==> config.mk <==
export PLATFORM = sky130hd
export DESIGN_NAME = mac_issue_flat
export DESIGN_NICKNAME = d
export VERILOG_FILES = /design/src/rtl/mac_issue_if.sv /design/src/rtl/mac_issue.sv /design/src/flat_wrapper.sv
export SDC_FILE = /design/constraint.sdc
export NUM_CORES = 1
export LEC_CHECK = 0
export ABC_AREA = 1
export CAP_MARGIN = 25
export CORE_ASPECT_RATIO = 0.7
export CORE_UTILIZATION = 40
export DETAILED_ROUTE_END_ITERATION = 10
export PLACE_DENSITY = 0.74
export SKIP_CTS_REPAIR_TIMING = 1
export SYNTH_ARGS = -nofsm -noshare
export SYNTH_HDL_FRONTEND = slang
export SYNTH_SLANG_ARGS = --single-unit
==> constraint.sdc <==
create_clock -name clk -period 5.25 [get_ports clk]
set_input_delay 1.05 -clock clk [delete_from_list [all_inputs] [get_ports clk]]
set_output_delay 1.05 -clock clk [all_outputs]
set_load 0.005 [all_outputs]
==> src/rtl/mac_issue_if.sv <==
// Host command, MAC core and response signals between mac_issue and its neighbours.
interface mac_issue_if;
  logic        cmd_valid;
  logic        cmd_ready;
  logic [2:0]  cmd_inst;
  logic [15:0] cmd_a;
  logic [15:0] cmd_b;
  logic        cmd_rd;

  logic [2:0]  instruction;
  logic [15:0] multiplier;
  logic [15:0] multiplicand;
  logic        stall;
  logic [31:0] result;
  logic [7:0]  protect;

  logic        rsp_valid;
  logic        rsp_ready;
  logic [31:0] rsp_result;
  logic [7:0]  rsp_protect;
  logic        rsp_ovf;

  modport slave (
    input  cmd_valid, cmd_inst, cmd_a, cmd_b, cmd_rd, result, protect, rsp_ready,
    output cmd_ready, instruction, multiplier, multiplicand, stall,
    output rsp_valid, rsp_result, rsp_protect, rsp_ovf
  );

  modport master (
    output cmd_valid, cmd_inst, cmd_a, cmd_b, cmd_rd, result, protect, rsp_ready,
    input  cmd_ready, instruction, multiplier, multiplicand, stall,
    input  rsp_valid, rsp_result, rsp_protect, rsp_ovf
  );
endinterface

==> src/rtl/mac_issue.sv <==
// Issues buffered commands to the two-stage MAC core, flushes with 2 NOPs, then stalls; rd result is valid 4 edges after accept.
// Backpressure: cmd_ready drops when the command FIFO is full; rd commands wait for one of 2 credits, so responses are never dropped.
module mac_issue #(
  parameter int CMD_DEPTH = 4
) (
  input  logic       clk,
  input  logic       reset_n,
  mac_issue_if.slave bus
);
  localparam int            AW       = $clog2(CMD_DEPTH);
  localparam logic [AW-1:0] PTR_ONE  = 1;
  localparam logic [AW:0]   CNT_ONE  = 1;
  localparam logic [2:0]    NOP_INST = 3'b010;

  typedef struct packed {
    logic [2:0]  inst;
    logic [15:0] a;
    logic [15:0] b;
    logic        rd;
  } cmd_t;

  typedef struct packed {
    logic [31:0] result;
    logic [7:0]  protect;
    logic        ovf;
  } rsp_t;

  cmd_t          cmd_mem [CMD_DEPTH];
  cmd_t          cmd_in;
  cmd_t          cmd_head;
  logic [AW-1:0] cmd_wp;
  logic [AW-1:0] cmd_rp;
  logic [AW:0]   cmd_cnt;
  logic          cmd_push;
  logic          cmd_empty;

  rsp_t          rsp_mem [2];
  rsp_t          rsp_in;
  rsp_t          rsp_head;
  logic          rsp_wp;
  logic          rsp_rp;
  logic [1:0]    rsp_cnt;
  logic          rsp_pop;

  logic          v1, r1, v2, r2, cap;
  logic [1:0]    out_rd;
  logic          issue_cmd;
  logic          issue_nop;
  logic          stall;

  // Count never exceeds CMD_DEPTH (a power of two), so its MSB alone means full.
  assign cmd_in        = {bus.cmd_inst, bus.cmd_a, bus.cmd_b, bus.cmd_rd};
  assign cmd_head      = cmd_mem[cmd_rp];
  assign cmd_empty     = (cmd_cnt == '0);
  assign cmd_push      = bus.cmd_valid & ~cmd_cnt[AW];
  assign bus.cmd_ready = ~cmd_cnt[AW];

  assign issue_cmd = ~cmd_empty & (~cmd_head.rd | (out_rd < 2'd2));
  assign issue_nop = ~issue_cmd & (v1 | v2);
  assign stall     = ~(issue_cmd | issue_nop);

  assign bus.stall        = stall;
  assign bus.instruction  = issue_cmd ? cmd_head.inst : NOP_INST;
  assign bus.multiplier   = issue_cmd ? cmd_head.a : 16'h0000;
  assign bus.multiplicand = issue_cmd ? cmd_head.b : 16'h0000;

  assign rsp_in          = {bus.result, bus.protect, (bus.protect != {8{bus.result[31]}})};
  assign rsp_head        = rsp_mem[rsp_rp];
  assign rsp_pop         = (rsp_cnt != 2'd0) & bus.rsp_ready;
  assign bus.rsp_valid   = (rsp_cnt != 2'd0);
  assign bus.rsp_result  = rsp_head.result;
  assign bus.rsp_protect = rsp_head.protect;
  assign bus.rsp_ovf     = rsp_head.ovf;

  always_ff @(posedge clk or negedge reset_n) begin
    if (!reset_n) begin
      for (int i = 0; i < CMD_DEPTH; i++) cmd_mem[i] <= '0;
      cmd_wp  <= '0;
      cmd_rp  <= '0;
      cmd_cnt <= '0;
    end else begin
      if (cmd_push) begin
        cmd_mem[cmd_wp] <= cmd_in;
        cmd_wp          <= cmd_wp + PTR_ONE;
      end
      if (issue_cmd) cmd_rp <= cmd_rp + PTR_ONE;
      case ({cmd_push, issue_cmd})
        2'b10:   cmd_cnt <= cmd_cnt + CNT_ONE;
        2'b01:   cmd_cnt <= cmd_cnt - CNT_ONE;
        default: ;
      endcase
    end
  end

  // Credits bound responses in flight to 2, so a capture always finds a free slot.
  always_ff @(posedge clk or negedge reset_n) begin
    if (!reset_n) begin
      rsp_mem[0] <= '0;
      rsp_mem[1] <= '0;
      rsp_wp     <= 1'b0;
      rsp_rp     <= 1'b0;
      rsp_cnt    <= 2'd0;
    end else begin
      if (cap) begin
        rsp_mem[rsp_wp] <= rsp_in;
        rsp_wp          <= ~rsp_wp;
      end
      if (rsp_pop) rsp_rp <= ~rsp_rp;
      case ({cap, rsp_pop})
        2'b10:   rsp_cnt <= rsp_cnt + 2'd1;
        2'b01:   rsp_cnt <= rsp_cnt - 2'd1;
        default: ;
      endcase
    end
  end

  // Shadow of the core's operand pipeline; cap marks the cycle after an rd instruction executes.
  always_ff @(posedge clk or negedge reset_n) begin
    if (!reset_n) begin
      v1     <= 1'b0;
      r1     <= 1'b0;
      v2     <= 1'b0;
      r2     <= 1'b0;
      cap    <= 1'b0;
      out_rd <= 2'd0;
    end else begin
      if (!stall) begin
        v1 <= issue_cmd;
        r1 <= issue_cmd & cmd_head.rd;
        v2 <= v1;
        r2 <= r1;
      end
      cap <= ~stall & v2 & r2;
      case ({issue_cmd & cmd_head.rd, rsp_pop})
        2'b10:   out_rd <= out_rd + 2'd1;
        2'b01:   out_rd <= out_rd - 2'd1;
        default: ;
      endcase
    end
  end
endmodule

==> src/flat_wrapper.sv <==
// flat-port wrapper written by rule: the top's interface ports become plain ports
module mac_issue_flat 
#(
  parameter int CMD_DEPTH = 4
)
  (clk, reset_n, bus_cmd_valid, bus_cmd_inst, bus_cmd_a, bus_cmd_b, bus_cmd_rd, bus_result, bus_protect, bus_rsp_ready, bus_cmd_ready, bus_instruction, bus_multiplier, bus_multiplicand, bus_stall, bus_rsp_valid, bus_rsp_result, bus_rsp_protect, bus_rsp_ovf);
  mac_issue_if bus_i ();
  input  logic clk;
  input  logic reset_n;
  input wire logic [$bits(bus_i.cmd_valid)-1:0] bus_cmd_valid;
  input wire logic [$bits(bus_i.cmd_inst)-1:0] bus_cmd_inst;
  input wire logic [$bits(bus_i.cmd_a)-1:0] bus_cmd_a;
  input wire logic [$bits(bus_i.cmd_b)-1:0] bus_cmd_b;
  input wire logic [$bits(bus_i.cmd_rd)-1:0] bus_cmd_rd;
  input wire logic [$bits(bus_i.result)-1:0] bus_result;
  input wire logic [$bits(bus_i.protect)-1:0] bus_protect;
  input wire logic [$bits(bus_i.rsp_ready)-1:0] bus_rsp_ready;
  output wire logic [$bits(bus_i.cmd_ready)-1:0] bus_cmd_ready;
  output wire logic [$bits(bus_i.instruction)-1:0] bus_instruction;
  output wire logic [$bits(bus_i.multiplier)-1:0] bus_multiplier;
  output wire logic [$bits(bus_i.multiplicand)-1:0] bus_multiplicand;
  output wire logic [$bits(bus_i.stall)-1:0] bus_stall;
  output wire logic [$bits(bus_i.rsp_valid)-1:0] bus_rsp_valid;
  output wire logic [$bits(bus_i.rsp_result)-1:0] bus_rsp_result;
  output wire logic [$bits(bus_i.rsp_protect)-1:0] bus_rsp_protect;
  output wire logic [$bits(bus_i.rsp_ovf)-1:0] bus_rsp_ovf;
  assign bus_i.cmd_valid = bus_cmd_valid;
  assign bus_i.cmd_inst = bus_cmd_inst;
  assign bus_i.cmd_a = bus_cmd_a;
  assign bus_i.cmd_b = bus_cmd_b;
  assign bus_i.cmd_rd = bus_cmd_rd;
  assign bus_i.result = bus_result;
  assign bus_i.protect = bus_protect;
  assign bus_i.rsp_ready = bus_rsp_ready;
  assign bus_cmd_ready = bus_i.cmd_ready;
  assign bus_instruction = bus_i.instruction;
  assign bus_multiplier = bus_i.multiplier;
  assign bus_multiplicand = bus_i.multiplicand;
  assign bus_stall = bus_i.stall;
  assign bus_rsp_valid = bus_i.rsp_valid;
  assign bus_rsp_result = bus_i.rsp_result;
  assign bus_rsp_protect = bus_i.rsp_protect;
  assign bus_rsp_ovf = bus_i.rsp_ovf;
  mac_issue #(.CMD_DEPTH(CMD_DEPTH)) u_core (.clk(clk), .reset_n(reset_n), .bus(bus_i));
endmodule
### Word-level counts from Yosys, hierarchy flattened

Cells that the tools add are included.

* flip-flop bits (word level): 244
* input bits: 80
* logic and storage cells: 102

* add/sub/neg operators: 8
* magnitude comparators: 7
* equality and inequality tests: 7
* muxes and demuxes: 18
* bitwise operators: 21
* reduce and logical (&&, ||, !) cells: 7

Operators by type and width (number)
* $mux W41: 4
* $bwmux W144: 1
* $mux W36: 3
* $bwmux W82: 1
* $bmux W36 S2: 1
* $demux W36 S2: 1
* $demux W41 S1: 1
* $mux W16: 2
* $add A2 B1 Y2 const B: 4
* $ne A8 B8 Y1: 1
* $pmux W2 S2: 2
* $reduce_bool A2 Y1: 4
* $and A1 B1 Y1: 7
* $not A1 Y1: 7
* $eq A2 B1 Y1 const B: 3
* $eq A2 B2 Y1 const B: 3
* $ge A3 B3 Y1 const B: 2
* $not A2 Y3: 2
* $pmux W3 S2: 1
* $ge A2 B2 Y1 const B: 2
* $not A1 Y2: 2
* $sub A2 B1 Y2 const B: 2
* $add A3 B1 Y3 const B: 1
* $logic_not A3 Y1: 1
* 7 further kinds: 10

### Logic depth before layout (Yosys ltp)

* word-level depth: 12
* mapped depth: 12
* mapped depth without buffers: 12

### Least setup slack after synthesis

Ideal clock, no wire load.

* kind: input-to-reg
* start: in bus_cmd_valid
* end: reg u_core.cmd_cnt[2]
* setup time: 0.131 ns
* data arrival time: 2.049 ns
* slack: 3.070 ns
* cell stages on the path: 7
* buffers on the path: 0
* cell sequence: nand2_2 > ha_1 > inv_1 > fa_1 > a21oi_1 > o21ai_0 > xor2_1

* word-level cells in the longest chain between the ends: 3
* elaborated cells on any way between the ends: 5

Ends and longest elaborated chain
* start, declared: RTL line flat_wrapper.sv:10 `input wire logic [$bits(bus_i.cmd_valid)-1:0] bus_cmd_valid;`
* $and A1 B1 Y1 (*): RTL line mac_issue.sv:55 `assign cmd_push = bus.cmd_valid & ~cmd_cnt[AW];`
* $eq A2 B1 Y1 or $eq A2 B2 Y1 (tied branches): RTL line mac_issue.sv:87 `case ({cmd_push, issue_cmd})`
* $pmux W3 S2 or $reduce_bool A2 Y1 (tied branches)
* end signal, assigned: RTL line mac_issue.sv:88 `2'b10: cmd_cnt <= cmd_cnt + CNT_ONE;`
* end signal, assigned: RTL line mac_issue.sv:89 `2'b01: cmd_cnt <= cmd_cnt - CNT_ONE;`
* end, declared: RTL line mac_issue.sv:33 `logic [AW:0] cmd_cnt;`

Every way passes the cells marked *; elsewhere a longest branch is shown, timed or not.
A chain may end at the register's enable or synchronous reset.

### Worst setup path after layout

* start: reg u_core.cmd_rp[0]
* end: out bus_instruction[1]

* word-level cells in the longest chain between the ends: 8

Ends and longest elaborated chain
* start, declared: RTL line mac_issue.sv:32 `logic [AW-1:0] cmd_rp;`
* start signal, assigned: RTL line mac_issue.sv:86 `if (issue_cmd) cmd_rp <= cmd_rp + PTR_ONE;`
* $not A2 Y3 (not written as such): RTL line mac_issue.sv:53 `assign cmd_head = cmd_mem[cmd_rp];`
* $bmux W36 S2: RTL line mac_issue.sv:53
* $mux W36 (not written as such) (2 in series): RTL line mac_issue.sv:53
* $not A1 Y1: RTL line mac_issue.sv:58 `assign issue_cmd = ~cmd_empty & (~cmd_head.rd | (out_rd < 2'd2));`
* $or A1 B1 Y1: RTL line mac_issue.sv:58
* $and A1 B1 Y1: RTL line mac_issue.sv:58
* net u_core.issue_cmd: RTL line mac_issue.sv:47 `logic issue_cmd;`
* $mux W3: RTL line mac_issue.sv:63 `assign bus.instruction = issue_cmd ? cmd_head.inst : NOP_INST;`
* end, declared: RTL line flat_wrapper.sv:19 `output wire logic [$bits(bus_i.instruction)-1:0] bus_instruction;`

The timed path passes the listed nets, and every way through them passes these cells. The select of a mux whose other input is x is not followed.

==> flow_summary.json <==
{
  "status": "complete, no violations",
  "grt_pass1_vias": 8661,
  "crit_fanout": 50,
  "clock_latency_ns": 0.51,
  "die_area_sq_um": 27740,
  "synthArstFlopShare": 1.000,
  "synth_edf_count": 0,
  "period_share": 0.8304,
  "synth_top_area_frac": 0.5640,
  "io_pins": 159,
  "synth_cell_types": 25,
  "slew_viol_final": 0,
  "fp.dieH_um": 139.6,
  "crit_chain": "buf_4 -> nand2_1 -> nand3_2 -> nand3_2 -> nand2_4 -> inv_1 -> nand3_1 -> clkdlybuf4s50_1",
  "cts_buffer_depth": 3,
  "nets": 1513,
  "path_clk_slew_ns": 0.06,
  "finalSetupTns_ns": 0,
  "synth_area_sq_um": 10830,
  "antenna_found_initial": 0,
  "ys_top_cells_by_area": "dfrtp_1, nand2_1, o21ai_0, nor2_1, inv_1",
  "seq_area_frac_synth": 0.5640,
  "vias": 8892,
  "synthesis.nets": 1399,
  "grt_max_degree": 120,
  "setup_viol": 0,
  "required_ns": 4.20,
  "gp_congestion": 0.8165,
  "fin_crit_ns": 4.359,
  "post-place-ws_ns": 1.428,
  "numClockSinks": 244,
  "slowest_stage": "dfrtp_2",
  "met2_length_mm": 11.72,
  "synth_seq_cells": 244,
  "worstSetupEndpointType": "output pin",
  "cp.arrival_ns": 3.31,
  "fmax_mhz": 229.4,
  "cts_tree": "done",
  "layout_setup_ws_ns": 0.8907,
  "track_usage": 0.1946,
  "ant_nets": 0,
  "std_cell_rows": 49,
  "h-tree-depth": 1,
  "synthCells": 1311,
  "antenna_cells": 0,
  "wl_met3_mm": 1.119,
  "grt-ovfl-total": 0,
  "synth_top_flop_cell": "dfrtp_1",
  "dr.first_iter.drc_count": 594,
  "drive_gt1_frac": 0.04227,
  "hold_violations": 0,
  "finalClockSkew_ns": 0.006324,
  "avgViaCountPerCell": 4.940,
  "wl_met1_mm": 12.93,
  "avgSynthCellArea_sq_um": 8.258,
  "root_buffer": "clkbuf_16",
  "yosysMostFrequentCell": "nand2_1",
  "critPathKind": "register to output pin",
  "slowest_delay_ns": 0.68,
  "route.detailed.drc": 0,
  "core_sq_um": 26120,
  "fillers": 2496,
  "wl_per_cell_um": 14.66,
  "grt_pass1_wl_mm": 44.27,
  "cts-buffers-inserted": 25,
  "max_cap_viol_count": 0,
  "rsz0062_at_grt": "false",
  "drtPass1Iterations": 5,
  "die_w_um": 198.6,
  "routed_wl_mm": 26.38,
  "peakVddDrop_uv": 269.4,
  "p_leak_nw": 6.447,
  "maxSlewHeadroom": 0.3907,
  "powerDensity_nw_per_um2": 663.4,
  "start_util": 0.4145,
  "crit_path_frequent_cell": "nand3_2",
  "hold_path.class": "register to register",
  "synth_commonest_cells": "nand2_1, o21ai_0, dfrtp_1",
  "highest_layer": "met4",
  "yosysWarnings": 0,
  "startpoint_type": "register",
  "worst_pin_slew_ns": 0.9139,
  "hpwl_mm": 16.49,
  "areaGrowthSynthToFinish_pct": 23.16,
  "yosysTopAreaCell": "dfrtp_1",
  "port-buffer-count": 158
}
## kinds of logic (layout without fill, tap and decap cells)
kind of cell / Yosys count / in the layout / synth area share
compound gates: 337 / 337 / 0.1558
xor+xnor: 9 / 9 / 0.007280
fa+ha+maj: 8 / 8 / 0.009938
buf+inv: 174 / 306 / 0.06888
flops: 244 / 244 / 0.5640
simple gates: 539 / 539 / 0.1942
## path summary, 6_finish.rpt
kind                                              startpoint                        endpoint  slack (ns)  depth (start not counted)
worst max-delay path            u_core.cmd_rp[0]$_DFFE_PN0P_              bus_instruction[1]        0.89                          8
worst min register to register         u_core.v1$_DFFE_PN0N_           u_core.v2$_DFFE_PN0N_        0.38                          0
worst min-delay path                   u_core.v1$_DFFE_PN0N_           u_core.v2$_DFFE_PN0N_        0.38                          0
min in group asynchronous                            reset_n  u_core.cmd_mem[90]$_DFFE_PN0P_        0.59                          1
max in group asynchronous                            reset_n   u_core.rsp_mem[7]$_DFFE_PN0P_        3.47                          2
worst max register to register  u_core.cmd_rp[0]$_DFFE_PN0P_   u_core.cmd_cnt[2]$_DFFE_PN0P_        2.04                         12
## cell usage in the layout (no fill, tap or decap), drive strengths merged, types with 6 or more instances in the layout
cell,Yosys,final
nand2,378,378
inv,93,93
ha,7,7
nor2,145,145
clkdlybuf4s50,0,157
o21ai,300,300
clkbuf,36,37
buf,44,10
clkinv,1,6
a21oi,37,37
nand3,8,8
dfrtp,244,244
## flip-flops by register name, indices dropped and copies added, names as in the netlist
signal and flops:
u_core.cmd_rp 2, u_core.cmd_wp 2, u_core.rsp_rp 1, u_core.rsp_mem 82, u_core.r1 1, u_core.v1 1
u_core.rsp_cnt 2, u_core.r2 1, u_core.cap 1, u_core.out_rd 2, u_core.rsp_wp 1, u_core.cmd_cnt 3
u_core.cmd_mem 144, u_core.v2 1
## per-layer routing
layer  GRT usage  vias up
met4     0.05263        0
met1      0.2926     4252
met2      0.2944      216
li1            -     4381
met3     0.02472       43
met5           0        -
## final cells by class
class | instances | area [sq um] | share of cell area
Sequential cell | 244 | 6107 | 0.4580
Timing Repair Buffer | 167 | 1667 | 0.1250
Inverter | 94 | 352.8 | 0.02646
Clock buffer | 37 | 690.7 | 0.05180
Multi-Input combinational cell | 893 | 3978 | 0.2983
Clock inverter | 8 | 92.59 | 0.006944
Tap cell | 357 | 446.7 | 0.03350
## worst max-delay path: cells and delay by family, from the launching register on
kind	cells	cell delay, ns
AND/OR/NAND/NOR	5	0.89
buffers and inverters	3	1.22
flip-flops	1	0.68
## report_power, final
part	switching (mW)	total (mW)	internal, mW	leakage [nW]
Clock	0.718	1.73	1.01	0.382
Sequential	0.489	3.26	2.77	3.02
Combinational	2.06	3.86	1.80	3.04
Total	3.27	8.85	5.58	6.45
## per-stage QoR
step | std cells | power, mW | util | hold slack (ns) | area, sq um
final | 1800 | 8.846 | 0.5105 | 0.3772 | 13330
after global routing | 1800 | 9.615 | 0.5105 | 0.3919 | 13330
after CTS | 1800 | 8.936 | 0.5105 | 0.3776 | 13330
after detailed placement | 1755 | 7.159 | 0.4806 | 0.3675 | 12550
after global placement | 1755 | 7.037 | 0.4806 | 0.3639 | 12550
after floorplan | 1311 | 5.447 | - | 0.4300 | 10830
No activity file was read; power rests on OpenSTA's default activity.
